$ cat src/rtl/start_screen_fader_pkg.sv
// Shared types and constants for the title-screen pixel output stage:
// FSM state encoding, the 16-entry RGB palette and brightness limits.
package start_screen_pkg;

    typedef enum logic [1:0] {
        FADE_IN  = 2'd0,
        SHOW     = 2'd1,
        FADE_OUT = 2'd2,
        DONE     = 2'd3
    } state_t;

    localparam int         BRIGHT_MAX = 16;
    localparam logic [3:0] IDX_WHITE  = 4'd9;
    localparam logic [3:0] IDX_YELLOW = 4'd14;

    // 24-bit {R,G,B} per palette index.
    localparam logic [23:0] PALETTE [16] = '{
        24'h000000, 24'h0000AA, 24'h00AA00, 24'h00AAAA,
        24'hAA0000, 24'hAA00AA, 24'hAA5500, 24'hAAAAAA,
        24'h555555, 24'hFFFFFF, 24'h5555FF, 24'h55FF55,
        24'h55FFFF, 24'hFF5555, 24'hFFD800, 24'hFF55FF
    };

endpackage

$ cat src/rtl/start_screen_fader_if.sv
// Pixel/sync/key inputs and RGB/status outputs of the title-screen fader.
// master: renderer/VGA/keyboard side; slave: the fader itself.
interface start_screen_fader_if;
    logic [3:0] color_idx;
    logic       blank;
    logic       vs;
    logic       start_key;
    logic [7:0] Red;
    logic [7:0] Green;
    logic [7:0] Blue;
    logic       screen_active;
    logic       start_done;

    modport master (
        output color_idx, blank, vs, start_key,
        input  Red, Green, Blue, screen_active, start_done
    );

    modport slave (
        input  color_idx, blank, vs, start_key,
        output Red, Green, Blue, screen_active, start_done
    );
endinterface

$ cat src/rtl/start_screen_fader_frame_tick_gen.sv
// Frame tick from the falling edge of active-low vs, plus a counter that
// emits a step pulse on every FADE_STEP-th tick. clr restarts the count
// so the first step after a state change lands FADE_STEP ticks later.
module frame_tick_gen #(
    parameter int FADE_STEP = 2
) (
    input  logic Clk,
    input  logic Reset_n,
    input  logic vs,
    input  logic clr,
    output logic tick,
    output logic step
);

    if (FADE_STEP < 1 || FADE_STEP > 15) begin : g_bad_fade_step
        $error("FADE_STEP must be in 1..15");
    end

    localparam logic [3:0] STEP_LAST = 4'(FADE_STEP - 1);

    logic       vs_prev_p0;
    logic [3:0] step_cnt;

    assign tick = vs_prev_p0 & ~vs;
    // step must not depend on clr: clr is derived from the next state,
    // which itself depends on step.
    assign step = tick && (step_cnt == STEP_LAST);

    // Previous vs level for falling-edge detection.
    always_ff @(posedge Clk or negedge Reset_n) begin
        if (!Reset_n) vs_prev_p0 <= 1'b0;
        else          vs_prev_p0 <= vs;
    end

    // Tick counter; a state change discards any tick in the same cycle.
    always_ff @(posedge Clk or negedge Reset_n) begin
        if (!Reset_n)  step_cnt <= '0;
        else if (clr)  step_cnt <= '0;
        else if (tick) step_cnt <= step ? 4'd0 : step_cnt + 4'd1;
    end

endmodule

$ cat src/rtl/start_screen_fader.sv
// Title-screen pixel output stage: palette lookup, frame-based fade-in /
// fade-out brightness scaling, and Enter-triggered hand-off to the game.
// Optional macro START_SCREEN_BLINK_EN: blinks the yellow index while the
// title is fully shown.
module start_screen_fader
    import start_screen_pkg::*;
#(
    parameter int FADE_STEP  = 2,
    parameter int BLINK_HALF = 30
) (
    input  logic                 Clk,
    input  logic                 Reset_n,
    start_screen_fader_if.slave  bus
);

    if (BLINK_HALF < 1 || BLINK_HALF > 63) begin : g_bad_blink_half
        $error("BLINK_HALF must be in 1..63");
    end

    localparam logic [4:0] BRIGHT_TOP = 5'(BRIGHT_MAX);

    // Brightness scale: 8-bit channel times 0..16, divided by 16.
    function automatic logic [7:0] scale_chan(input logic [7:0] c, input logic [4:0] b);
        logic [12:0] prod;
        prod = 13'(c) * 13'(b);
        return prod[11:4];
    endfunction

    state_t     state_q, state_d;
    logic [4:0] bright_q, bright_d;
    logic       start_done_q;
    logic       key_s1_p0, key_s2_p1, key_prev_p2;
    logic       key_rise;
    logic       tick, step, state_chg;
    logic       mask_yellow;
    logic [7:0] red_p0, green_p0, blue_p0;
    logic [23:0] pal;

    frame_tick_gen #(.FADE_STEP(FADE_STEP)) u_tick (
        .Clk     (Clk),
        .Reset_n (Reset_n),
        .vs      (bus.vs),
        .clr     (state_chg),
        .tick    (tick),
        .step    (step)
    );

    assign key_rise  = key_s2_p1 & ~key_prev_p2;
    assign state_chg = (state_d != state_q);

    // Two-flop synchroniser for the asynchronous Enter key, then edge history.
    always_ff @(posedge Clk or negedge Reset_n) begin
        if (!Reset_n) begin
            key_s1_p0   <= 1'b0;
            key_s2_p1   <= 1'b0;
            key_prev_p2 <= 1'b0;
        end else begin
            key_s1_p0   <= bus.start_key;
            key_s2_p1   <= key_s1_p0;
            key_prev_p2 <= key_s2_p1;
        end
    end

    // Next state and brightness; a key press beats a same-cycle fade step.
    always_comb begin
        state_d  = state_q;
        bright_d = bright_q;
        unique case (state_q)
            FADE_IN: begin
                if (key_rise) begin
                    state_d = FADE_OUT;
                end else if (step) begin
                    bright_d = bright_q + 5'd1;
                    if (bright_d == BRIGHT_TOP) state_d = SHOW;
                end
            end
            SHOW: begin
                if (key_rise) state_d = FADE_OUT;
            end
            FADE_OUT: begin
                if (step) begin
                    bright_d = bright_q - 5'd1;
                    if (bright_d == 5'd0) state_d = DONE;
                end
            end
            DONE: begin
                state_d = DONE;
            end
        endcase
    end

    // State, brightness and the single-cycle hand-off pulse on entering DONE.
    always_ff @(posedge Clk or negedge Reset_n) begin
        if (!Reset_n) begin
            state_q      <= FADE_IN;
            bright_q     <= 5'd0;
            start_done_q <= 1'b0;
        end else begin
            state_q      <= state_d;
            bright_q     <= bright_d;
            start_done_q <= (state_d == DONE) && (state_q != DONE);
        end
    end

`ifdef START_SCREEN_BLINK_EN
    localparam logic [5:0] BLINK_LAST = 6'(BLINK_HALF - 1);

    logic [5:0] blink_cnt;
    logic       blink_hidden;

    // Blink phase runs only in SHOW; any other state holds it visible.
    always_ff @(posedge Clk or negedge Reset_n) begin
        if (!Reset_n) begin
            blink_cnt    <= '0;
            blink_hidden <= 1'b0;
        end else if (state_q != SHOW) begin
            blink_cnt    <= '0;
            blink_hidden <= 1'b0;
        end else if (tick) begin
            if (blink_cnt == BLINK_LAST) begin
                blink_cnt    <= '0;
                blink_hidden <= ~blink_hidden;
            end else begin
                blink_cnt <= blink_cnt + 6'd1;
            end
        end
    end

    assign mask_yellow = (state_q == SHOW) && blink_hidden;
`else
    logic unused_tick;
    assign unused_tick = tick;
    assign mask_yellow = 1'b0;
`endif

    assign pal = PALETTE[bus.color_idx];

    // Pixel stage: one-cycle palette lookup and brightness scaling.
    always_ff @(posedge Clk or negedge Reset_n) begin
        if (!Reset_n) begin
            red_p0   <= 8'd0;
            green_p0 <= 8'd0;
            blue_p0  <= 8'd0;
        end else if (!bus.blank || state_q == DONE ||
                     (mask_yellow && bus.color_idx == IDX_YELLOW)) begin
            red_p0   <= 8'd0;
            green_p0 <= 8'd0;
            blue_p0  <= 8'd0;
        end else begin
            red_p0   <= scale_chan(pal[23:16], bright_q);
            green_p0 <= scale_chan(pal[15:8],  bright_q);
            blue_p0  <= scale_chan(pal[7:0],   bright_q);
        end
    end

    assign bus.Red           = red_p0;
    assign bus.Green         = green_p0;
    assign bus.Blue          = blue_p0;
    assign bus.screen_active = (state_q != DONE);
    assign bus.start_done    = start_done_q;

endmodule
$ cat src/flat_wrapper.sv
// flat-port wrapper written by rule: the top's interface ports become plain ports
module start_screen_fader_flat import start_screen_pkg::*;
#(
    parameter int FADE_STEP  = 2,
    parameter int BLINK_HALF = 30
)
  (Clk, Reset_n, bus_color_idx, bus_blank, bus_vs, bus_start_key, bus_Red, bus_Green, bus_Blue, bus_screen_active, bus_start_done);
  start_screen_fader_if bus_i ();
  input  logic Clk;
  input  logic Reset_n;
  input wire logic [$bits(bus_i.color_idx)-1:0] bus_color_idx;
  input wire logic [$bits(bus_i.blank)-1:0] bus_blank;
  input wire logic [$bits(bus_i.vs)-1:0] bus_vs;
  input wire logic [$bits(bus_i.start_key)-1:0] bus_start_key;
  output wire logic [$bits(bus_i.Red)-1:0] bus_Red;
  output wire logic [$bits(bus_i.Green)-1:0] bus_Green;
  output wire logic [$bits(bus_i.Blue)-1:0] bus_Blue;
  output wire logic [$bits(bus_i.screen_active)-1:0] bus_screen_active;
  output wire logic [$bits(bus_i.start_done)-1:0] bus_start_done;
  assign bus_i.color_idx = bus_color_idx;
  assign bus_i.blank = bus_blank;
  assign bus_i.vs = bus_vs;
  assign bus_i.start_key = bus_start_key;
  assign bus_Red = bus_i.Red;
  assign bus_Green = bus_i.Green;
  assign bus_Blue = bus_i.Blue;
  assign bus_screen_active = bus_i.screen_active;
  assign bus_start_done = bus_i.start_done;
  start_screen_fader #(.FADE_STEP(FADE_STEP), .BLINK_HALF(BLINK_HALF)) u_core (.Clk(Clk), .Reset_n(Reset_n), .bus(bus_i));
endmodule
$ cat config.mk
export PLATFORM = sky130hd
export DESIGN_NAME = start_screen_fader_flat
export DESIGN_NICKNAME = d
export VERILOG_FILES = /design/src/rtl/start_screen_fader_pkg.sv /design/src/rtl/start_screen_fader_if.sv /design/src/rtl/start_screen_fader_frame_tick_gen.sv /design/src/rtl/start_screen_fader.sv /design/src/flat_wrapper.sv
export SDC_FILE = /design/constraint.sdc
export NUM_CORES = 1
export LEC_CHECK = 0
export CAP_MARGIN = 15
export CORE_AREA = 2 2 83 164
export CTS_CLUSTER_SIZE = 10
export DETAILED_ROUTE_END_ITERATION = 12
export DIE_AREA = 0 0 85 166
export PLACE_DENSITY = 0.49
export SYNTH_ARGS = -nofsm -noshare
export SYNTH_HDL_FRONTEND = slang
export SYNTH_SLANG_ARGS = --single-unit
$ cat constraint.sdc
create_clock -name Clk -period 6.4 [get_ports Clk]
set_input_delay 0.96 -clock Clk [delete_from_list [all_inputs] [get_ports Clk]]
set_output_delay 0.96 -clock Clk [all_outputs]
set_load 0.02 [all_outputs]
==> metrics <==
status=complete, no violations; clk sinks=40; CP Launch Point=bus_color_idx[0]; Rows=59; clock root buffer=clkbuf_16; Worst Hold Class=reg -> reg; RSZ-0062 raised after global routing=false; Async S/R FF share, synth=1.000; Total GRT Usage=0.1467; die height=166 um; Fin. Hold Viols=0; I/O pins=35; Critical Path AT=5.71 ns; Layout Nets=618; Yosys top cell by area=dfrtp_1; Syn Area/Cell=9.149 sq um; Setup violations, final=0; crit path time final=5.536 ns; vias per cell=4.973; Synth top area share=0.2275; hold wc startpoint=u_core.key_s1_p0$_DFF_PN0_; Core ar.=12920 sq um; Final period util=0.8649; Final Max Tran Viols=0; hold_buf cts=0; Mapped Area=4400 sq um; total number of vias=3302; Synth Register Bits=40; Worst EP required=6.58 ns; Max-slew headroom=0.3475; input/output buffers=34; Worst Tran Pin Value=0.9788 ns; Synth-to-Final Area Change=14.96%; clock slew at reported path FFs=0.07 ns; Post-synth EDFFs=0; synth top area cells=dfrtp_1, ha_1, fa_1; clk_lat worst skew=0.30 ns; largest net degree at the start of global routing=41; Hold WS=0.3514 ns; # diodes=0; DR pass1 iterations=4; Initial Util=0.3406; Sum Neg Setup Slack=0 ns; DR WL/cell=14.63 um; die width=85 um; fraction of layout cells with a size suffix above 1=0.05859; Filler cells=1286; full die area=14110 sq um; worst reg2reg startpoint=u_core.bright_q[2]$_DFFE_PN0P_; syn nets=588; CTS tree=yes; FMAX=180.7 MHz; critical path class=in -> reg; Critical Path Sink Type=flop; Final Wtd Congestion=0.8478; crit start category=input port; post-synthesis cell type count=58; initial antenna violation count=0; Setup Fix Bufs, Post-CTS=0; CTS H-Tree Depth=2; final wirelength=9713 um; final setup skew=0.003269 ns; Synth top cells by count=inv_1, ha_1, nor2_1; DRC=0; vias in the first global route=3573; post-detail-place hpwl=7867 um; most numerous cell in the Yosys netlist=inv_1; Ys Warns=0; DRT iter0 DRCs=125; gr ovfl total=0; register area share after synthesis=0.2275; Max Cap Viol=0; CTS Buf Count=5; ANT nets after route=0; first-pass GRT wire length=16460 um; post-CTS sizing=0; CTS Buffer Depth=2; Syn Inst Count=481; dominant synthesized flop cell=dfrtp_1; CP Max Fanout=9
[critical path, stage by stage]
cell	delay, ns
clkdlybuf4s50_1	0.54
inv_1	0.10
ha_1	0.20
mux4_2	0.57
nand2_1	0.10
o21ai_0	0.10
a32o_1	0.22
ha_1	0.17
or2_2	0.30
fa_1	0.50
inv_1	0.05
fa_1	0.52
inv_1	0.04
ha_1	0.34
a21o_1	0.20
a21oi_1	0.23
nor3b_1	0.21
a21oi_1	0.11
xnor2_1	0.18
nor2_1	0.05
[stage by stage]
step	cell area [sq um]	cells	setup slack [ns]	utilization
3_5_place_dp	4886	656	0.5340	0.3782
3_3_place_gp	4886	656	0.6016	0.3782
4_1_cts	5059	664	0.8501	0.3916
6_report	5059	664	0.8645	0.3916
5_1_grt	5059	664	0.4641	0.3916
2_1_floorplan	4400	481	1.419	-
[layout by cell type, fill, tap and decap left out, types with 4 or more instances in the layout]
master / Yosys / final
a21o_1: 9 / 9
a21oi_1: 22 / 22
and2_1: 14 / 14
clkbuf_16: 0 / 5
clkdlybuf4s50_1: 0 / 33
dfrtp_1: 40 / 40
fa_1: 33 / 33
ha_1: 65 / 65
inv_1: 80 / 80
nand2_1: 26 / 26
nand2b_1: 7 / 7
nand4_1: 6 / 6
nor2_1: 42 / 42
nor2b_1: 5 / 5
nor3_1: 7 / 7
nor3b_1: 6 / 6
o21a_1: 6 / 6
o21ai_0: 12 / 12
or2_2: 6 / 6
or3_1: 4 / 4
xnor2_1: 19 / 19
xor2_1: 15 / 15
[layout make-up]
class,instances,area [sq um],area share
Tap cell,152,190.2,0.03760
Timing Repair Buffer,37,357.8,0.07074
Clock buffer,5,125.1,0.02473
Inverter,80,300.3,0.05936
Sequential cell,40,1001,0.1979
Clock inverter,3,47.55,0.009399
Multi-Input combinational cell,347,3037,0.6003
[state kept, by name, summed over array words and instances, names as in the netlist]
signal,flops
u_core.bus.Blue,8
u_core.bus.Green,8
u_core.bus.Red,8
u_core.bright_q,5
u_core.u_tick.step_cnt,4
u_core.state_q,2
u_core.bus.start_done,1
u_core.key_prev_p2,1
u_core.key_s1_p0,1
u_core.key_s2_p1,1
u_core.u_tick.vs_prev_p0,1
[final timing paths]
| kind | endpoint | slack, ns | depth (start not counted) |
|---|---|---|---|
| worst min-delay path | u_core.key_s2_p1$_DFF_PN0_ | 0.35 | 0 |
| worst max-delay path | u_core.bus.Green[7]$_DFF_PN0_ | 0.86 | 20 |
| worst max register to register | u_core.bus.Blue[6]$_DFF_PN0_ | 1.93 | 14 |
| worst min register to register | u_core.key_s2_p1$_DFF_PN0_ | 0.35 | 0 |
| min in group asynchronous | u_core.bus.Green[6]$_DFF_PN0_ | 0.82 | 1 |
| max in group asynchronous | u_core.bus.start_done$_DFF_PN0_ | 4.97 | 1 |
[kinds of logic (layout without fill, tap and decap cells)]
| group | count (synthesis) | after routing | share of synthesized area |
|---|---|---|---|
| compound gates | 74 | 74 | 0.1140 |
| mux | 4 | 4 | 0.01251 |
| buf+inv | 94 | 125 | 0.08246 |
| flops | 40 | 40 | 0.2275 |
| xor+xnor | 34 | 34 | 0.06767 |
| simple gates | 137 | 137 | 0.1609 |
| fa+ha+maj | 98 | 98 | 0.3349 |
[routing by layer]
layer,vias up,part of all wire,global-route usage
li1,1635,-,-
met1,1612,0.36,0.1459
met2,38,0.59,0.2904
met3,17,0.014,0.01491
met4,0,0.036,0.06763
met5,-,0,0
Power is left out: the tool's default activity adds up to more than one toggle a clock period on the data nets, which glitch-free logic cannot reach.
